[src/rtl/multicycle_ctrl.sv]
// ---------------------------------------------------------------------------
// multicycle_ctrl
//
// Multicycle sequencer for the single-issue CPU datapath. Each instruction is
// stepped through FETCH, DECODE, EXEC, (MEM), WB. The block drives the
// datapath enables and selects and handshakes with instruction and data
// memory through req/ack pairs with a bounded wait.
//
// Handshake: a request output (imem_req_o / dmem_req_o) is held high for
// every cycle the FSM sits in the matching request state. A cycle in that
// state with the matching ack high completes the transfer. An ack seen in
// any other state is ignored. If no ack arrives within ACK_TIMEOUT request
// cycles, the FSM parks in ERROR until reset.
//
// Ports:
//   clk_i, rst_i          clock, asynchronous active-high reset
//   start_i               run enable (sampled in IDLE and at retire)
//   opcode_i [OPW]        decoder opcode (sampled in DECODE)
//   imem_ack_i            instruction memory ack
//   dmem_ack_i            data memory ack
//   imem_req_o, ir_en_o   fetch request, instruction register load
//   dmem_req_o, dmem_we_o data request, data write
//   alub_sel_o            ALU B select (1 = immediate)
//   wb_sel_o              write-back select (1 = memory data)
//   rf_we_o               register file write
//   pc_en_o               PC advance, once per retired instruction
//   busy_o, err_o         activity flag, sticky timeout flag
//   state_o [3]           encoded FSM state
//   instret_o [32]        retired-instruction counter
// ---------------------------------------------------------------------------
module multicycle_ctrl #(
  parameter int             OPW         = 4,
  parameter int             ACK_TIMEOUT = 16,
  parameter logic [OPW-1:0] LW_OP       = OPW'(8),
  parameter logic [OPW-1:0] SW_OP       = OPW'(9)
) (
  input  logic           clk_i,
  input  logic           rst_i,
  input  logic           start_i,
  input  logic [OPW-1:0] opcode_i,
  input  logic           imem_ack_i,
  input  logic           dmem_ack_i,
  output logic           imem_req_o,
  output logic           ir_en_o,
  output logic           dmem_req_o,
  output logic           dmem_we_o,
  output logic           alub_sel_o,
  output logic           wb_sel_o,
  output logic           rf_we_o,
  output logic           pc_en_o,
  output logic           busy_o,
  output logic           err_o,
  output logic [2:0]     state_o,
  output logic [31:0]    instret_o
);

  localparam int             CW      = $clog2(ACK_TIMEOUT);
  localparam logic [CW-1:0]  CNT_MAX = CW'(ACK_TIMEOUT - 1);

  typedef enum logic [2:0] {
    S_IDLE   = 3'd0,
    S_FETCH  = 3'd1,
    S_DECODE = 3'd2,
    S_EXEC   = 3'd3,
    S_MEM    = 3'd4,
    S_WB     = 3'd5,
    S_ERROR  = 3'd6
  } state_e;

  state_e         state_q, state_d;
  logic [OPW-1:0] op_q, op_d;
  logic [CW-1:0]  wait_cnt_q, wait_cnt_d;
  logic [31:0]    instret_q;

  // Registered strobes, computed from the next state so they line up with it.
  logic imem_req_q, dmem_req_q, dmem_we_q, alub_sel_q, wb_sel_q;
  logic rf_we_q, pc_wb_q, busy_q, err_q;

  logic is_mem_q, is_mem_d;
  logic imem_done, dmem_done, sw_retire;

  assign is_mem_q  = (op_q == LW_OP) || (op_q == SW_OP);
  assign is_mem_d  = (op_d == LW_OP) || (op_d == SW_OP);
  assign imem_done = (state_q == S_FETCH) && imem_ack_i;
  assign dmem_done = (state_q == S_MEM) && dmem_ack_i;
  assign sw_retire = dmem_done && (op_q == SW_OP);

  // Next-state, opcode capture and wait counter.
  always_comb begin
    state_d    = state_q;
    op_d       = op_q;
    wait_cnt_d = '0;
    unique case (state_q)
      S_IDLE: begin
        if (start_i) state_d = S_FETCH;
      end
      S_FETCH: begin
        // An ack in the final allowed cycle takes priority over the timeout.
        if (imem_ack_i)                state_d = S_DECODE;
        else if (wait_cnt_q == CNT_MAX) state_d = S_ERROR;
        else                           wait_cnt_d = wait_cnt_q + CW'(1);
      end
      S_DECODE: begin
        op_d    = opcode_i;
        state_d = S_EXEC;
      end
      S_EXEC: begin
        state_d = is_mem_q ? S_MEM : S_WB;
      end
      S_MEM: begin
        if (dmem_ack_i) begin
          if (op_q == SW_OP) state_d = start_i ? S_FETCH : S_IDLE;
          else               state_d = S_WB;
        end else if (wait_cnt_q == CNT_MAX) begin
          state_d = S_ERROR;
        end else begin
          wait_cnt_d = wait_cnt_q + CW'(1);
        end
      end
      S_WB: begin
        state_d = start_i ? S_FETCH : S_IDLE;
      end
      S_ERROR: begin
        state_d = S_ERROR;
      end
      default: begin
        state_d = S_ERROR;
      end
    endcase
  end

  always_ff @(posedge clk_i or posedge rst_i) begin
    if (rst_i) begin
      state_q    <= S_IDLE;
      op_q       <= '0;
      wait_cnt_q <= '0;
      instret_q  <= '0;
      imem_req_q <= 1'b0;
      dmem_req_q <= 1'b0;
      dmem_we_q  <= 1'b0;
      alub_sel_q <= 1'b0;
      wb_sel_q   <= 1'b0;
      rf_we_q    <= 1'b0;
      pc_wb_q    <= 1'b0;
      busy_q     <= 1'b0;
      err_q      <= 1'b0;
    end else begin
      state_q    <= state_d;
      op_q       <= op_d;
      wait_cnt_q <= wait_cnt_d;
      if (pc_en_o) instret_q <= instret_q + 32'd1;
      imem_req_q <= (state_d == S_FETCH);
      dmem_req_q <= (state_d == S_MEM);
      dmem_we_q  <= (state_d == S_MEM) && (op_d == SW_OP);
      // Immediate stays selected through MEM so the address is stable.
      alub_sel_q <= ((state_d == S_EXEC) && is_mem_d) || (state_d == S_MEM);
      wb_sel_q   <= (state_d == S_WB) && (op_d == LW_OP);
      rf_we_q    <= (state_d == S_WB);
      pc_wb_q    <= (state_d == S_WB);
      busy_q     <= (state_d != S_IDLE) && (state_d != S_ERROR);
      err_q      <= (state_d == S_ERROR);
    end
  end

  // ir_en_o and the store-retire PC strobe follow the ack in the same cycle.
  assign imem_req_o = imem_req_q;
  assign ir_en_o    = imem_done;
  assign dmem_req_o = dmem_req_q;
  assign dmem_we_o  = dmem_we_q;
  assign alub_sel_o = alub_sel_q;
  assign wb_sel_o   = wb_sel_q;
  assign rf_we_o    = rf_we_q;
  assign pc_en_o    = pc_wb_q || sw_retire;
  assign busy_o     = busy_q;
  assign err_o      = err_q;
  assign state_o    = state_q;
  assign instret_o  = instret_q;

endmodule

[config.mk]
export PLATFORM = sky130hd
export DESIGN_NAME = multicycle_ctrl
export DESIGN_NICKNAME = d
export VERILOG_FILES = /design/src/rtl/multicycle_ctrl.sv
export SDC_FILE = /design/constraint.sdc
export NUM_CORES = 1
export LEC_CHECK = 0
export CAP_MARGIN = 20
export CORE_UTILIZATION = 40
export CTS_CLUSTER_SIZE = 14
export DETAILED_ROUTE_END_ITERATION = 8
export HOLD_SLACK_MARGIN = 0.12
export PLACE_DENSITY = 0.66
export SLEW_MARGIN = 25
export SYNTH_ARGS = -nofsm -noshare
export SYNTH_HDL_FRONTEND = slang
export SYNTH_SLANG_ARGS = --single-unit
[constraint.sdc]
create_clock -name clk_i -period 5 [get_ports clk_i]
set_input_delay 1 -clock clk_i [delete_from_list [all_inputs] [get_ports clk_i]]
set_output_delay 1 -clock clk_i [all_outputs]
set_load 0.02 [all_outputs]
# Yosys cells after proc, flatten, opt, wreduce, memory -nomap -nowiden
# Cells that the tools add are included.
dict set report classes {
  add_sub_neg 2
  n_eq_ne 16
  muxes 13
  reduce_logical 13
}
# cell count
set op_table {}
lappend op_table {{32-bit by 1-bit adder with 32-bit output (second input constant)} 1}
lappend op_table {{4-bit equality test (second input constant)} 5}
lappend op_table {{3-bit one-hot mux with 6 select lines} 1}
lappend op_table {{4-bit two-way mux} 4}
lappend op_table {{3-bit equality test (second input constant)} 5}
lappend op_table {{3-bit two-way mux} 5}
lappend op_table {{3-bit by 2-bit equality test with 1-bit output (second input constant)} 3}
lappend op_table {{4-bit one-hot mux with 2 select lines} 1}
lappend op_table {{1-bit logical AND} 7}
lappend op_table {{3-bit by 1-bit equality test with 1-bit output (second input constant)} 2}
lappend op_table {{4-bit by 1-bit adder with 4-bit output (second input constant)} 1}
lappend op_table {{1-bit logical OR} 4}
lappend op_table {{3-bit logical NOT} 1}
lappend op_table {{3-bit inequality test (second input constant)} 1}
lappend op_table {{3-bit nonzero test} 1}
lappend op_table {{1-bit two-way mux} 2}
dict set report totals {
  register_bits 51
  output_inout_bits 45
  word_cells 56
}

# Longest topological paths before layout
dict set report logic_depth {
  depth_word 7
  ltp_mapped 8
  depth_no_buf 6
}

# Least setup slack after synthesis
# No wires, ideal clock.
dict set report synth_path {
  path_kind {input -> output}
  startpoint {input port imem_ack_i}
  endpoint {output port ir_en_o}
  n_path_buf 0
  setup_slack_ps 2426
  arrival_time_ps 1574
  stages 1
  cell_sequence {nor3b_1}
}
dict set report synth_between {
  elab_chain_cells 1
}
# element line_no
set synth_rtl {}
lappend synth_rtl {{start: declaration} 41} ;# input logic imem_ack_i,
lappend synth_rtl {{1-bit logical AND} 84} ;# assign imem_done = (state_q == S_FETCH) && imem_ack_i;
lappend synth_rtl {{end: declaration} 44} ;# output logic ir_en_o,
# Every way passes these cells.

# Worst setup path after layout
dict set report layout_path {
  startpoint {input port dmem_ack_i}
  endpoint {output port pc_en_o}
}
dict set report layout_between {
  elab_chain_cells 3
}
# element line_no
set layout_rtl {}
lappend layout_rtl {{start: declaration} 42} ;# input logic dmem_ack_i,
lappend layout_rtl {{1-bit logical AND} 85} ;# assign dmem_done = (state_q == S_MEM) && dmem_ack_i;
lappend layout_rtl {{1-bit logical AND} 86} ;# assign sw_retire = dmem_done && (op_q == SW_OP);
lappend layout_rtl {{1-bit logical OR} 173} ;# assign pc_en_o = pc_wb_q || sw_retire;
lappend layout_rtl {{end: declaration} 50} ;# output logic pc_en_o,
# Every way passes these cells.

==> results.yml <==
clock_network:
  root_buffer: "clkbuf_8"
  cts_buffer_depth: 2
  htreeDepth: 2
  postCtsHoldBufs: 0
  cts_tree: "yes"
  postCtsSetupBuffers: 0
  clock_latency_ps: 300
  ctsResizeCount: 0
  cts.clk_slew.worst_paths_ps: 80
  numCtsBuffers: 5
  clock_sinks: 51
grt:
  grt_usage: 0.164
  overflow: 0
  grt_max_degree: 52
  grt_pass1_vias: 1669
  antenna_found_initial: 0
  grt_pass1_wl_um: 7840
placed_design:
  dp_hpwl_um: 3310
  dpl_worst_slack_ps: 1290
  gp_congestion: 0.757
  portBuffers: 53
layout:
  final_cell_mix: "clkdlybuf4s50_1 (53), dfrtp_1 (51), xnor2_1 (22)"
  fillers: 536
  antenna-diode-count: 0
  seqCellArea_sq_mm: 0.00128
  area_growth_pct: 27.9
  drive_gt1_frac: 0.0878
  nNetsFinal: 274
  layout_commonest_cell: "clkdlybuf4s50_1"
  multi_input_area_sq_mm: 0.00102
pwr:
  p_leak_uw: 0.00130
  power.density_cell_area_mw_per_mm2: 409
  peakVddDrop_mv: 0.244
route:
  wl_per_cell_um: 13.6
  wirelength_um: 4540
  viasPerCell: 5.11
  dr_total_vias: 1707
  drtPass1Iterations: 4
  postRouteAntennaNets: 0
  drc: 0
  drt-initial-drc-count: 70
logic_synthesis:
  syn-num-nets: 220
  synth_top_flop_cell: "dfrtp_1"
  async_flop_share: 1.00
  ys_warn_count: 0
  yosysUniqueCellTypes: 41
  syn-cell-area_sq_mm: 0.00237
  ys_ff_latch: 51
  avgSynthCellArea_sq_um: 11.3
  ys_seq_area_frac: 0.539
  synth-edff-count: 0
  synth_cells: 209
timing:
  min_period_over_period: 0.742
  timing.fmax_mhz: 269
  rsz0062_at_grt: "false"
  tightest_slew_ps: 603
  clock_skew_ps: 4.93
  finalWorstSetupSlack_ps: 1290
  post-route-min-period_ps: 3710
  setup_viol: 0
  final-hold-violation-count: 0
  drv_slew: 0
  relSlewSlack: 0.598
  setup_tns_ps: 0
setup_path:
  crit_slowest_cell: "clkdlybuf4s50_1"
  path_buf_inv: 3
  slowest_delay_ps: 630
  crit_path_end_kind: "output pin"
  worstPathRequired_ps: 4000
  critPathTopFamily: "buffers and inverters"
  crit_type: "in2out"
  path_cells: "clkdlybuf4s50_1, and4bb_4, a31oi_4, inv_2, clkdlybuf4s50_1"
  worst-path-max-fanout: 7
  cp_data_arrival_time_ps: 2710
  worstSetupStartpointType: "input pin"
  path_common_cell: "clkdlybuf4s50_1"
floorplan:
  core-area_sq_mm: 0.00561
  die_h_um: 78.9
  rows: 27
  die_area_sq_mm: 0.00623
  die_w_um: 78.9
  top_level_ports: 54
  start_util: 0.422
hold_path:
  hold_class: "reg2reg"
flow_run:
  cap_violations: 0
status:
  outcome: "complete, no violations"
worst paths after layout:
path	cells after the start	slack, ps	to	start
setup / recovery	5	1290	pc_en_o	dmem_ack_i
hold reg to reg	1	470	instret_o[31]	instret_o[31]
min in group asynchronous	2	1130	instret_o[11]	rst_i
max in group asynchronous	2	3460	pc_wb_q	rst_i
setup reg to reg	6	2980	dmem_we_o	state_o[1]
hold / removal	1	470	instret_o[31]	instret_o[31]
cell usage after synthesis (2+ instances only):
cell type	number	share of area
nor4_1	2	0.0053
nand2b_1	3	0.0079
and4_1	3	0.011
a31oi_1	3	0.0079
and3_1	7	0.019
nor2b_1	2	0.0053
nand4_1	10	0.026
inv_1	7	0.011
nand2_1	13	0.021
dfrtp_1	51	0.54
o21ai_1	2	0.0042
nor2_1	11	0.017
o21ai_0	2	0.0042
nor2_2	2	0.0053
buf_2	4	0.0085
xor2_1	10	0.037
ha_1	2	0.011
xnor2_1	22	0.081
nor3_1	8	0.017
nand3_1	18	0.038
mux2_2	4	0.019
and2_1	3	0.0079
a21oi_1	2	0.0042
cell type report:
cell class | count | share of cell area
Clock buffer | 6 | 0.0240
Inverter | 9 | 0.0128
Multi-Input combinational cell | 143 | 0.337
Sequential cell | 51 | 0.422
Tap cell | 72 | 0.0298
Timing Repair Buffer | 53 | 0.175
per-stage QoR:
stage	util	power, uW	area (sq um)	hold slack [ps]	std cells
finish	0.540	1240	3030	472	334
global route	0.540	1320	3030	488	334
CTS	0.540	1260	3030	478	334
detailed placement	0.527	1040	2950	466	328
global placement	0.526	1030	2950	462	328
floorplan	-	885	2370	461	209
registers in the layout, indices dropped and copies added, names as in the netlist:
signal,cells
alub_sel_o,1
wb_sel_o,1
op_q,4
wait_cnt_q,4
dmem_req_o,1
instret_o,32
dmem_we_o,1
imem_req_o,1
err_o,1
busy_o,1
pc_wb_q,1
state_o,3
report_power, final:
part,total [uW],internal (uW),switching (uW)
logic,453,211,241
clock network,215,93.5,121
registers,570,481,89.5
kinds of logic (layout without fill, tap and decap cells):
| kind of cell | count (synthesis) | count (layout) | share of synthesized area |
|---|---|---|---|
| AOI/OAI and AO/OA | 18 | 18 | 0.0762 |
| xor gates and xnor gates | 32 | 32 | 0.118 |
| adders and majority gates | 2 | 2 | 0.0106 |
| buffers and inverters | 15 | 68 | 0.0301 |
| DFF | 51 | 51 | 0.539 |
| muxes | 4 | 4 | 0.0190 |
| and+or+nand+nor | 87 | 87 | 0.206 |
metal layers:
metal,track usage,part of all wire,vias up
li1,-,-,836
met1,0.213,0.47,826
met2,0.262,0.48,40
met3,0.0414,0.046,5
met4,0.0655,0.0093,0
met5,0,0,-
(Power assumes the default switching activity.)
